File: config.mk
export PLATFORM = sky130hd
export DESIGN_NAME = rx_header_parser_flat
export DESIGN_NICKNAME = d
export VERILOG_FILES = /design/src/rtl/rx_header_parser_if.sv /design/src/rtl/rx_header_parser.sv /design/src/flat_wrapper.sv
export SDC_FILE = /design/constraint.sdc
export NUM_CORES = 1
export LEC_CHECK = 0
export ABC_AREA = 1
export BUFFER_PORTS_ARGS = -buffer_cell sky130_fd_sc_hd__buf_4
export CORE_MARGIN = 2
export CORE_UTILIZATION = 35
export DETAILED_ROUTE_END_ITERATION = 8
export MAX_ROUTING_LAYER = met4
export PLACE_DENSITY = 0.59
export SETUP_SLACK_MARGIN = 0.5
export SLEW_MARGIN = 10
export SYNTH_ARGS = -nofsm -noshare
export SYNTH_HDL_FRONTEND = slang
export SYNTH_SLANG_ARGS = --single-unit
export TNS_END_PERCENT = 100
File: constraint.sdc
create_clock -name clk -period 1.5 [get_ports clk]
set_input_delay 0.075 -clock clk [delete_from_list [all_inputs] [get_ports clk]]
set_output_delay 0.075 -clock clk [all_outputs]
set_load 0.02 [all_outputs]
File: src/rtl/rx_header_parser_if.sv
// Signal bundle of the RX header parser: input stream, payload stream, header and statistics.
// slave is the parser side, master is the environment side.
interface rx_header_parser_if #(
    parameter int unsigned DATA_WIDTH = 64,
    parameter int unsigned KEEP_WIDTH = 8
);
    localparam int unsigned MAC_W = 48;
    localparam int unsigned LEN_W = 16;
    localparam int unsigned NIB_W = 4;
    localparam int unsigned CNT_W = 32;

    logic [DATA_WIDTH-1:0] s_axis_tdata;
    logic [KEEP_WIDTH-1:0] s_axis_tkeep;
    logic                  s_axis_tvalid;
    logic                  s_axis_tuser;
    logic                  s_axis_tlast;
    logic                  s_axis_tready;

    logic [DATA_WIDTH-1:0] m_axis_tdata;
    logic [KEEP_WIDTH-1:0] m_axis_tkeep;
    logic                  m_axis_tvalid;
    logic                  m_axis_tuser;
    logic                  m_axis_tlast;
    logic                  m_axis_tready;

    logic                  hdr_valid;
    logic                  hdr_ready;
    logic [MAC_W-1:0]      hdr_dst_mac;
    logic [MAC_W-1:0]      hdr_src_mac;
    logic [LEN_W-1:0]      hdr_length;
    logic [NIB_W-1:0]      hdr_ihl;
    logic [NIB_W-1:0]      hdr_version;

    logic [CNT_W-1:0]      stat_frames_ok;
    logic [CNT_W-1:0]      stat_frames_bad;
    logic [CNT_W-1:0]      stat_frames_drop;

    modport slave (
        input  s_axis_tdata, s_axis_tkeep, s_axis_tvalid, s_axis_tuser, s_axis_tlast,
        input  m_axis_tready, hdr_ready,
        output s_axis_tready,
        output m_axis_tdata, m_axis_tkeep, m_axis_tvalid, m_axis_tuser, m_axis_tlast,
        output hdr_valid, hdr_dst_mac, hdr_src_mac, hdr_length, hdr_ihl, hdr_version,
        output stat_frames_ok, stat_frames_bad, stat_frames_drop
    );

    modport master (
        output s_axis_tdata, s_axis_tkeep, s_axis_tvalid, s_axis_tuser, s_axis_tlast,
        output m_axis_tready, hdr_ready,
        input  s_axis_tready,
        input  m_axis_tdata, m_axis_tkeep, m_axis_tvalid, m_axis_tuser, m_axis_tlast,
        input  hdr_valid, hdr_dst_mac, hdr_src_mac, hdr_length, hdr_ihl, hdr_version,
        input  stat_frames_ok, stat_frames_bad, stat_frames_drop
    );
endinterface

File: src/rtl/rx_header_parser.sv
// Splits a 64-bit RX frame stream into a two-beat Ethernet/IPv4 header record and a
// forwarded payload stream, dropping runts and non-IPv4 frames, with frame statistics.
module rx_header_parser #(
    parameter int unsigned DATA_WIDTH = 64,
    parameter int unsigned KEEP_WIDTH = 8
) (
    input  logic              clk,
    input  logic              rx_axis_resetn,
    rx_header_parser_if.slave bus
);
    localparam int unsigned MAC_W = 48;
    localparam int unsigned LEN_W = 16;
    localparam int unsigned NIB_W = 4;
    localparam int unsigned CNT_W = 32;
    localparam logic [NIB_W-1:0] IPV4_VER = NIB_W'(4);

    typedef enum logic [1:0] {S_HDR0, S_HDR1, S_PAYLOAD, S_DROP} state_t;

    state_t                r_state;
    state_t                w_state_next;
    logic                  w_s_ready;
    logic                  w_lat0;
    logic                  w_lat1;
    logic                  w_hdr_set;
    logic                  w_load;
    logic                  w_inc_ok;
    logic                  w_inc_bad;
    logic                  w_inc_drop;

    logic [DATA_WIDTH-1:0] r_m_tdata;
    logic [KEEP_WIDTH-1:0] r_m_tkeep;
    logic                  r_m_tvalid;
    logic                  r_m_tlast;
    logic                  r_m_tuser;
    logic                  r_hdr_valid;
    logic [MAC_W-1:0]      r_dst_mac;
    logic [MAC_W-1:0]      r_src_mac;
    logic [LEN_W-1:0]      r_length;
    logic [NIB_W-1:0]      r_ihl;
    logic [NIB_W-1:0]      r_version;
    logic [CNT_W-1:0]      r_stat_ok;
    logic [CNT_W-1:0]      r_stat_bad;
    logic [CNT_W-1:0]      r_stat_drop;

    always_ff @(posedge clk or negedge rx_axis_resetn) begin
        if (!rx_axis_resetn) r_state <= S_HDR0;
        else                 r_state <= w_state_next;
    end

    // Next state, input ready and per-beat action strobes
    always_comb begin
        w_state_next = r_state;
        w_s_ready    = 1'b0;
        w_lat0       = 1'b0;
        w_lat1       = 1'b0;
        w_hdr_set    = 1'b0;
        w_load       = 1'b0;
        w_inc_ok     = 1'b0;
        w_inc_bad    = 1'b0;
        w_inc_drop   = 1'b0;
        case (r_state)
            S_HDR0: begin
                w_s_ready = !r_hdr_valid;
                if (bus.s_axis_tvalid && w_s_ready) begin
                    w_lat0 = 1'b1;
                    if (bus.s_axis_tlast) w_inc_drop   = 1'b1;
                    else                  w_state_next = S_HDR1;
                end
            end
            S_HDR1: begin
                w_s_ready = 1'b1;
                if (bus.s_axis_tvalid) begin
                    w_lat1 = 1'b1;
                    if (bus.s_axis_tlast) begin
                        w_inc_drop   = 1'b1;
                        w_state_next = S_HDR0;
                    end else if (bus.s_axis_tdata[51:48] != IPV4_VER) begin
                        w_inc_drop   = 1'b1;
                        w_state_next = S_DROP;
                    end else begin
                        w_hdr_set    = 1'b1;
                        w_state_next = S_PAYLOAD;
                    end
                end
            end
            S_PAYLOAD: begin
                w_s_ready = !r_m_tvalid || bus.m_axis_tready;
                if (bus.s_axis_tvalid && w_s_ready) begin
                    w_load = 1'b1;
                    if (bus.s_axis_tlast) begin
                        w_inc_ok     = bus.s_axis_tuser;
                        w_inc_bad    = !bus.s_axis_tuser;
                        w_state_next = S_HDR0;
                    end
                end
            end
            S_DROP: begin
                w_s_ready = 1'b1;
                if (bus.s_axis_tvalid && bus.s_axis_tlast) w_state_next = S_HDR0;
            end
            default: w_state_next = S_HDR0;
        endcase
    end

    // Header record; fields only move while hdr_valid is low
    always_ff @(posedge clk or negedge rx_axis_resetn) begin
        if (!rx_axis_resetn) begin
            r_hdr_valid <= 1'b0;
            r_dst_mac   <= '0;
            r_src_mac   <= '0;
            r_length    <= '0;
            r_ihl       <= '0;
            r_version   <= '0;
        end else begin
            if (w_lat0) begin
                r_dst_mac        <= bus.s_axis_tdata[47:0];
                r_src_mac[15:0]  <= bus.s_axis_tdata[63:48];
            end
            if (w_lat1) begin
                r_src_mac[47:16] <= bus.s_axis_tdata[31:0];
                r_length         <= bus.s_axis_tdata[47:32];
                r_version        <= bus.s_axis_tdata[51:48];
                r_ihl            <= bus.s_axis_tdata[55:52];
            end
            if (w_hdr_set)                         r_hdr_valid <= 1'b1;
            else if (r_hdr_valid && bus.hdr_ready) r_hdr_valid <= 1'b0;
        end
    end

    // Single-entry payload output register
    always_ff @(posedge clk or negedge rx_axis_resetn) begin
        if (!rx_axis_resetn) begin
            r_m_tvalid <= 1'b0;
            r_m_tdata  <= '0;
            r_m_tkeep  <= '0;
            r_m_tlast  <= 1'b0;
            r_m_tuser  <= 1'b0;
        end else if (w_load) begin
            r_m_tvalid <= 1'b1;
            r_m_tdata  <= bus.s_axis_tdata;
            r_m_tkeep  <= bus.s_axis_tkeep;
            r_m_tlast  <= bus.s_axis_tlast;
            r_m_tuser  <= bus.s_axis_tuser;
        end else if (bus.m_axis_tready) begin
            r_m_tvalid <= 1'b0;
        end
    end

    // Frame statistics, free-running wrap
    always_ff @(posedge clk or negedge rx_axis_resetn) begin
        if (!rx_axis_resetn) begin
            r_stat_ok   <= '0;
            r_stat_bad  <= '0;
            r_stat_drop <= '0;
        end else begin
            if (w_inc_ok)   r_stat_ok   <= r_stat_ok   + CNT_W'(1);
            if (w_inc_bad)  r_stat_bad  <= r_stat_bad  + CNT_W'(1);
            if (w_inc_drop) r_stat_drop <= r_stat_drop + CNT_W'(1);
        end
    end

    // Ready is forced low while reset is held
    assign bus.s_axis_tready    = rx_axis_resetn & w_s_ready;
    assign bus.m_axis_tdata     = r_m_tdata;
    assign bus.m_axis_tkeep     = r_m_tkeep;
    assign bus.m_axis_tvalid    = r_m_tvalid;
    assign bus.m_axis_tlast     = r_m_tlast;
    assign bus.m_axis_tuser     = r_m_tuser;
    assign bus.hdr_valid        = r_hdr_valid;
    assign bus.hdr_dst_mac      = r_dst_mac;
    assign bus.hdr_src_mac      = r_src_mac;
    assign bus.hdr_length       = r_length;
    assign bus.hdr_ihl          = r_ihl;
    assign bus.hdr_version      = r_version;
    assign bus.stat_frames_ok   = r_stat_ok;
    assign bus.stat_frames_bad  = r_stat_bad;
    assign bus.stat_frames_drop = r_stat_drop;
endmodule

File: src/flat_wrapper.sv
// flat-port wrapper written by rule: the top's interface ports become plain ports
module rx_header_parser_flat 
#(
    parameter int unsigned DATA_WIDTH = 64,
    parameter int unsigned KEEP_WIDTH = 8
)
  (clk, rx_axis_resetn, bus_s_axis_tdata, bus_s_axis_tkeep, bus_s_axis_tvalid, bus_s_axis_tuser, bus_s_axis_tlast, bus_m_axis_tready, bus_hdr_ready, bus_s_axis_tready, bus_m_axis_tdata, bus_m_axis_tkeep, bus_m_axis_tvalid, bus_m_axis_tuser, bus_m_axis_tlast, bus_hdr_valid, bus_hdr_dst_mac, bus_hdr_src_mac, bus_hdr_length, bus_hdr_ihl, bus_hdr_version, bus_stat_frames_ok, bus_stat_frames_bad, bus_stat_frames_drop);
  rx_header_parser_if #(.DATA_WIDTH(DATA_WIDTH), .KEEP_WIDTH(KEEP_WIDTH)) bus_i ();
  input  logic clk;
  input  logic rx_axis_resetn;
  input wire logic [$bits(bus_i.s_axis_tdata)-1:0] bus_s_axis_tdata;
  input wire logic [$bits(bus_i.s_axis_tkeep)-1:0] bus_s_axis_tkeep;
  input wire logic [$bits(bus_i.s_axis_tvalid)-1:0] bus_s_axis_tvalid;
  input wire logic [$bits(bus_i.s_axis_tuser)-1:0] bus_s_axis_tuser;
  input wire logic [$bits(bus_i.s_axis_tlast)-1:0] bus_s_axis_tlast;
  input wire logic [$bits(bus_i.m_axis_tready)-1:0] bus_m_axis_tready;
  input wire logic [$bits(bus_i.hdr_ready)-1:0] bus_hdr_ready;
  output wire logic [$bits(bus_i.s_axis_tready)-1:0] bus_s_axis_tready;
  output wire logic [$bits(bus_i.m_axis_tdata)-1:0] bus_m_axis_tdata;
  output wire logic [$bits(bus_i.m_axis_tkeep)-1:0] bus_m_axis_tkeep;
  output wire logic [$bits(bus_i.m_axis_tvalid)-1:0] bus_m_axis_tvalid;
  output wire logic [$bits(bus_i.m_axis_tuser)-1:0] bus_m_axis_tuser;
  output wire logic [$bits(bus_i.m_axis_tlast)-1:0] bus_m_axis_tlast;
  output wire logic [$bits(bus_i.hdr_valid)-1:0] bus_hdr_valid;
  output wire logic [$bits(bus_i.hdr_dst_mac)-1:0] bus_hdr_dst_mac;
  output wire logic [$bits(bus_i.hdr_src_mac)-1:0] bus_hdr_src_mac;
  output wire logic [$bits(bus_i.hdr_length)-1:0] bus_hdr_length;
  output wire logic [$bits(bus_i.hdr_ihl)-1:0] bus_hdr_ihl;
  output wire logic [$bits(bus_i.hdr_version)-1:0] bus_hdr_version;
  output wire logic [$bits(bus_i.stat_frames_ok)-1:0] bus_stat_frames_ok;
  output wire logic [$bits(bus_i.stat_frames_bad)-1:0] bus_stat_frames_bad;
  output wire logic [$bits(bus_i.stat_frames_drop)-1:0] bus_stat_frames_drop;
  assign bus_i.s_axis_tdata = bus_s_axis_tdata;
  assign bus_i.s_axis_tkeep = bus_s_axis_tkeep;
  assign bus_i.s_axis_tvalid = bus_s_axis_tvalid;
  assign bus_i.s_axis_tuser = bus_s_axis_tuser;
  assign bus_i.s_axis_tlast = bus_s_axis_tlast;
  assign bus_i.m_axis_tready = bus_m_axis_tready;
  assign bus_i.hdr_ready = bus_hdr_ready;
  assign bus_s_axis_tready = bus_i.s_axis_tready;
  assign bus_m_axis_tdata = bus_i.m_axis_tdata;
  assign bus_m_axis_tkeep = bus_i.m_axis_tkeep;
  assign bus_m_axis_tvalid = bus_i.m_axis_tvalid;
  assign bus_m_axis_tuser = bus_i.m_axis_tuser;
  assign bus_m_axis_tlast = bus_i.m_axis_tlast;
  assign bus_hdr_valid = bus_i.hdr_valid;
  assign bus_hdr_dst_mac = bus_i.hdr_dst_mac;
  assign bus_hdr_src_mac = bus_i.hdr_src_mac;
  assign bus_hdr_length = bus_i.hdr_length;
  assign bus_hdr_ihl = bus_i.hdr_ihl;
  assign bus_hdr_version = bus_i.hdr_version;
  assign bus_stat_frames_ok = bus_i.stat_frames_ok;
  assign bus_stat_frames_bad = bus_i.stat_frames_bad;
  assign bus_stat_frames_drop = bus_i.stat_frames_drop;
  rx_header_parser #(.DATA_WIDTH(DATA_WIDTH), .KEEP_WIDTH(KEEP_WIDTH)) u_core (.clk(clk), .rx_axis_resetn(rx_axis_resetn), .bus(bus_i));
endmodule
Word-level counts from Yosys, hierarchy flattened --
Index checks and enable logic that the tools add are counted.
Storage, ports and cells: register bits after elaboration 294, latch bits 0, memory bits (writable) 0, memory bits (read-only) 0, output and inout bits 293, word-level logic and storage cells 79, memories kept 0
Operators by class: add/sub/neg operators 3, $mul 0, div/mod/pow operators 0, order comparisons 0, equal/unequal tests 10, shift-type cells 0, multiplexer cells 36, bitwise gates (word level) 1, reduce and logical (&&, ||, !) cells 13
Operator list (number):
- $add A32 B1 Y32 const B | 3
- $mux W1 | 26
- $mux W2 | 7
- $pmux W2 S4 | 1
- $ne A2 B1 Y1 const B | 3
- $ne A2 B2 Y1 const B | 3
- $reduce_and A6 Y1 | 1
- $eq A2 B2 Y1 const B | 2
- $logic_and A1 B1 Y1 | 4
- $ne A4 B3 Y1 const B | 1
- $reduce_bool A2 Y1 | 2
- $logic_not A1 Y1 | 3
- $pmux W1 S3 | 1
- $eq A2 B1 Y1 const B | 1
- $logic_not A2 Y1 | 1
- $pmux W1 S2 | 1
- $reduce_or A2 Y1 | 1
- $and A1 B1 Y1 | 1
- $logic_or A1 B1 Y1 | 1

Longest topological paths before layout --
word-level depth 6, depth in mapped cells 10, gate-level depth less buffers 9

Worst setup path after synthesis --
Ideal clock, no wire load.
path kind reg2reg, from register u_core.r_stat_bad[1] (netlist: u_core.bus.stat_frames_bad[1]), to register u_core.r_stat_bad[12] (netlist: u_core.bus.stat_frames_bad[12]), setup time 131 ps, data arrival time 1489 ps, slack -119 ps, cell stages (with the launch flop) 8, buffers on the path 0, path through dfrtp_1 ha_1 nand3_2 nor2_1 nand2_1 nor2_8 nand2_2 xnor2_2
Between the ends: word-level cells in the longest chain between the ends 1
Ends and longest elaborated chain:
- start, declared | line rx_header_parser.sv:42 | logic [CNT_W-1:0] r_stat_bad;
- start signal, assigned | line rx_header_parser.sv:157 | if (w_inc_bad) r_stat_bad <= r_stat_bad + CNT_W'(1);
- $add A32 B1 Y32 | line rx_header_parser.sv:157
No other way between the ends. A chain may end at the register's enable or synchronous reset.

Worst setup path in the final report --
from register u_core.r_state[0], to register u_core.r_src_mac[19] (netlist: u_core.bus.hdr_src_mac[19])
Between the ends: word-level cells in the longest chain between the ends 2
Ends and longest elaborated chain:
- start, declared | line rx_header_parser.sv:19 | state_t r_state;
- start signal, assigned | line rx_header_parser.sv:47 | else r_state <= w_state_next;
- $eq A2 B1 Y1 | line rx_header_parser.sv:61 | case (r_state)
- $mux W1 | line rx_header_parser.sv:61
- end signal, assigned | line rx_header_parser.sv:120 | r_src_mac[47:16] <= bus.s_axis_tdata[31:0];
- end, declared | line rx_header_parser.sv:37 | logic [MAC_W-1:0] r_src_mac;
No other way between the ends.

==> summary.md <==
| Metric | Value |
|---|---|
| Num ports | `372` |
| Final GP Congestion | `0.884` |
| Worst r2r src | `u_core.r_state[0]` |
| All-Layer GR Usage | `0.223` |
| CP max stage delay | `0.41 ns` |
| Layout area overhead | `72.5%` |
| Startpoint Class | `register` |
| Busiest layer in global routing | `met2` |
| Cell Area, Synth | `0.0131 mm^2` |
| Layout cells sized above 1 | `0.458` |
| Sink Count | `294` |
| Final ANT Viol Nets | `0` |
| Max Cap Violations | `0` |
| Hpwl dp | `28500 um` |
| Synth Area in Adders | `0.00288` |
| Count leader, synth | `nand2_1` |
| First-pass GRT wire length | `66200 um` |
| Gate Count Post-Synth | `1535` |
| Crit end category | `register` |
| Vias in the first global route | `12.0k` |
| DRT Pass-1 Iters | `5` |
| PD cells | `1870 mW/mm^2` |
| Hold WS | `-0.111 ns` |
| Syn Nets | `1617` |
| Core area | `0.0367 mm^2` |
| Xor and xnor area share after synthesis | `0.0274` |
| CTS root buf | `clkbuf_16` |
| RSZ-0062 raised after global routing | `true` |
| Setup CP Type | `register to register` |
| Vias | `13.2k` |
| Slowest cell on crit path | `dfrtp_1` |
| DR iter-0 viols | `812` |
| Tcrit/Tclk final | `1.12` |
| CTS Buf Count | `36` |
| Placed cell area | `0.0170 mm^2` |
| Top cells by area, synth | `dfrtp_1 (56%), nand2_1 (15%), o21ai_0 (6.7%)` |
| Routed wire length | `53500 um` |
| Wire per inst | `20.2 um` |
| Post-Route Setup TNS | `-15.87 ns` |
| Synth Area in Compound Gates | `0.0782` |
| Global routing usage on met1 | `0.283` |
| Post-synth ARST share | `1.00` |
| Post-synth cell types | `31` |
| Pin count of the biggest net entering global routing | `115` |
| # hold bufs at CTS | `77` |
| Worst reg2reg path endpoint | `u_core.bus.hdr_src_mac[19]` |
| R2R setup slack | `-0.18 ns` |
| Outcome | `complete, but fails checks` |
| Worst slew pin tran | `0.589 ns` |
| CP dominant cell by count | `buf_4` |
| Syn. warnings | `0` |
| Clock Path Buffers | `3` |
| CP bufs+invs | `6` |
| Final Hold Violating Endpoints | `1` |
| Fmax | `0.595 GHz` |
| Met3 GRT Util | `0.0488` |
| Buffers on Ports | `371` |
| Avg Cell Area, Syn | `8.50 um^2` |
| Remaining DRCs | `0` |
| Combinational family with the most area after synthesis | `simple AND/OR/NAND/NOR gates` |
| Hold EP | `u_core.bus.m_axis_tvalid` |
| # H-tree levels | `2` |
| CP delay by family, top | `buffers and inverters` |
| Hold wc startpoint | `bus_m_axis_tready` |
| Fraction of synthesized area in multiplexers | `0` |
| Worst endpoint data arrival time | `2.13 ns` |
| Crit-path max FO | `8` |
| Area leader, netlist | `dfrtp_1` |
| Starting Density | `0.356` |
| Post-Layout Cell Count | `2645` |
| Failing checks | `negative hold slack, negative setup slack` |
| Post-synth top area share | `0.564` |
| Placement Rows | `70` |
| Number of cells on the worst hold path | `4` |
| Crit-path cells | `buf_4 -> buf_6 -> buf_4 -> nand3_4 -> buf_4 -> buf_12 -> clkbuf_16 -> nand2_1 -> o21ai_0` |
| Post-synth top cells | `nand2_1 (535), dfrtp_1 (294), o21ai_0 (175)` |
| Peak supply drop | `1.45 mV` |
| DP Cell Count | `2375` |
| Die Footprint | `0.0389 mm^2` |
| Die W | `197 um` |
| # nets final | `2229` |
| Yosys reg bits | `294` |
| Worst hold path class | `input pin to register` |
| Grt ovf | `0` |
| M2 GR Usage | `0.353` |
| Skew-Pair Late Insertion Delay | `0.57 ns` |
| Post-Synth Simple-Gate Area | `0.259` |
| Skew final | `0.0285 ns` |
| Dpl ws | `-0.0370 ns` |
| Die span in y | `197 um` |
| Smallest setup slack after layout | `-0.180 ns` |
| Register area share after synthesis | `0.564` |
| CTS tree | `done` |
| Req. time, crit path | `1.95 ns` |
| Reg2reg path depth | `9` |
| CTS clk-pin slew, worst paths | `0.06 ns` |
| EDFF count, synth | `0` |
| Initial antenna violation count | `2` |
| Top FF cell, synth | `dfrtp_1` |
| Vias per std cell | `4.97` |
| Final Max Slew Viols | `0` |
| Static Leak | `11.0 nW` |
| Final min period | `1.68 ns` |
| Slew headroom | `0.607` |
| Design area | `0.0225 mm^2` |
| Final Setup Violations | `230` |
-- per-stage QoR --
stage / utilization / total power, mW / hold WS, ns
after floorplan: - / 19.1 / -0.221
after global routing: 0.614 / 43.9 / -0.111
after CTS: 0.536 / 36.1 / -0.160
after detailed placement: 0.463 / 25.5 / -0.0545
final: 0.614 / 42.1 / -0.111
after global placement: 0.463 / 25.2 / -0.0511
-- cells in the final DEF, fill, tap and decap left out, types with 17 or more instances in the layout --
cell type / instances
buf_12: 25
buf_4: 401
buf_6: 57
clkbuf_16: 73
dfrtp_1: 226
dfrtp_2: 68
dlygate4sd3_1: 76
inv_1: 144
nand2_1: 394
nand2_2: 90
nand2_4: 54
nand3_1: 28
nand3_2: 19
nand3b_1: 18
nand4_1: 32
nor2_1: 76
nor2_2: 17
nor2_4: 33
o21ai_0: 48
o21ai_1: 85
o21ai_2: 65
xor2_1: 26
-- worst reg2reg max path, stage by stage (launching register included) --
cell,delay [ns]
dfrtp_1,0.41
buf_4,0.15
buf_6,0.10
buf_4,0.13
nand3_4,0.10
buf_4,0.15
buf_12,0.16
clkbuf_16,0.19
nand2_1,0.07
o21ai_0,0.10
-- power by group --
group	total (mW)	internal (mW)	switching (mW)
Clock	9.74	5.99	3.74
Combinational	19.5	8.98	10.5
Sequential	12.8	10.6	2.24
-- state kept, by name, summed over array words and instances, names as in the netlist --
register and cells:
u_core.bus.m_axis_tuser 1, u_core.bus.hdr_ihl 4, u_core.bus.hdr_length 16, u_core.bus.hdr_version 4
u_core.bus.hdr_valid 1, u_core.bus.hdr_dst_mac 48, u_core.bus.stat_frames_ok 32, u_core.bus.stat_frames_drop 32
u_core.bus.hdr_src_mac 48, u_core.bus.stat_frames_bad 32, u_core.bus.m_axis_tvalid 1, u_core.bus.m_axis_tkeep 8
u_core.r_state 2, u_core.bus.m_axis_tdata 64, u_core.bus.m_axis_tlast 1
-- layout make-up --
cell class / count / area [um^2]
fillers: 3008 / 14200
flip-flops and latches: 294 / 7440
repair buffers: 618 / 6310
multi-input cells: 1035 / 6200
clock buffers: 43 / 957
inverters: 159 / 636
well taps: 468 / 586
clock inverters: 23 / 352
repair inverters: 3 / 33.8
diodes: 2 / 5.00
-- timing repair --
action,in CTS,in global routing
gates resized for setup,121,420
endpoints found under the setup margin,587,740
endpoints found under the hold margin,492,1
pin swaps,40,58
buffers inserted,14,38
gates cloned,7,66
-- cell families (layout without fill, tap and decap cells) --
logic type	after synthesis	count (layout)
adder cells (fa/ha/maj)	3	3
AO/OA/AOI/OAI	203	203
AND/OR/NAND/NOR	784	789
other	0	2
buffers and inverters	211	846
flip-flops	294	294
XOR/XNOR	40	40
-- layer usage --
metal	wire length [um]	part of all wire
met2	25500	0.48
met1	22700	0.43
met4	1910	0.036
met3	3370	0.063
met5	0	0
-- how the worst max path moves through the flow --
| stage | startpoint | to | cells past startpoint |
|---|---|---|---|
| global route | u_core.r_state[0] | u_core.bus.stat_frames_drop[7] | 9 |
| detailed placement | u_core.r_state[0] | u_core.bus.hdr_dst_mac[13] | 7 |
| finish | u_core.r_state[0] | u_core.bus.hdr_src_mac[19] | 9 |
| global placement | u_core.r_state[0] | u_core.bus.stat_frames_bad[12] | 8 |
| floorplan | u_core.bus.stat_frames_bad[1] | u_core.bus.stat_frames_bad[30] | 8 |
| CTS | u_core.r_state[0] | bus_s_axis_tready | 5 |
Power figures use the tool's default switching activity.
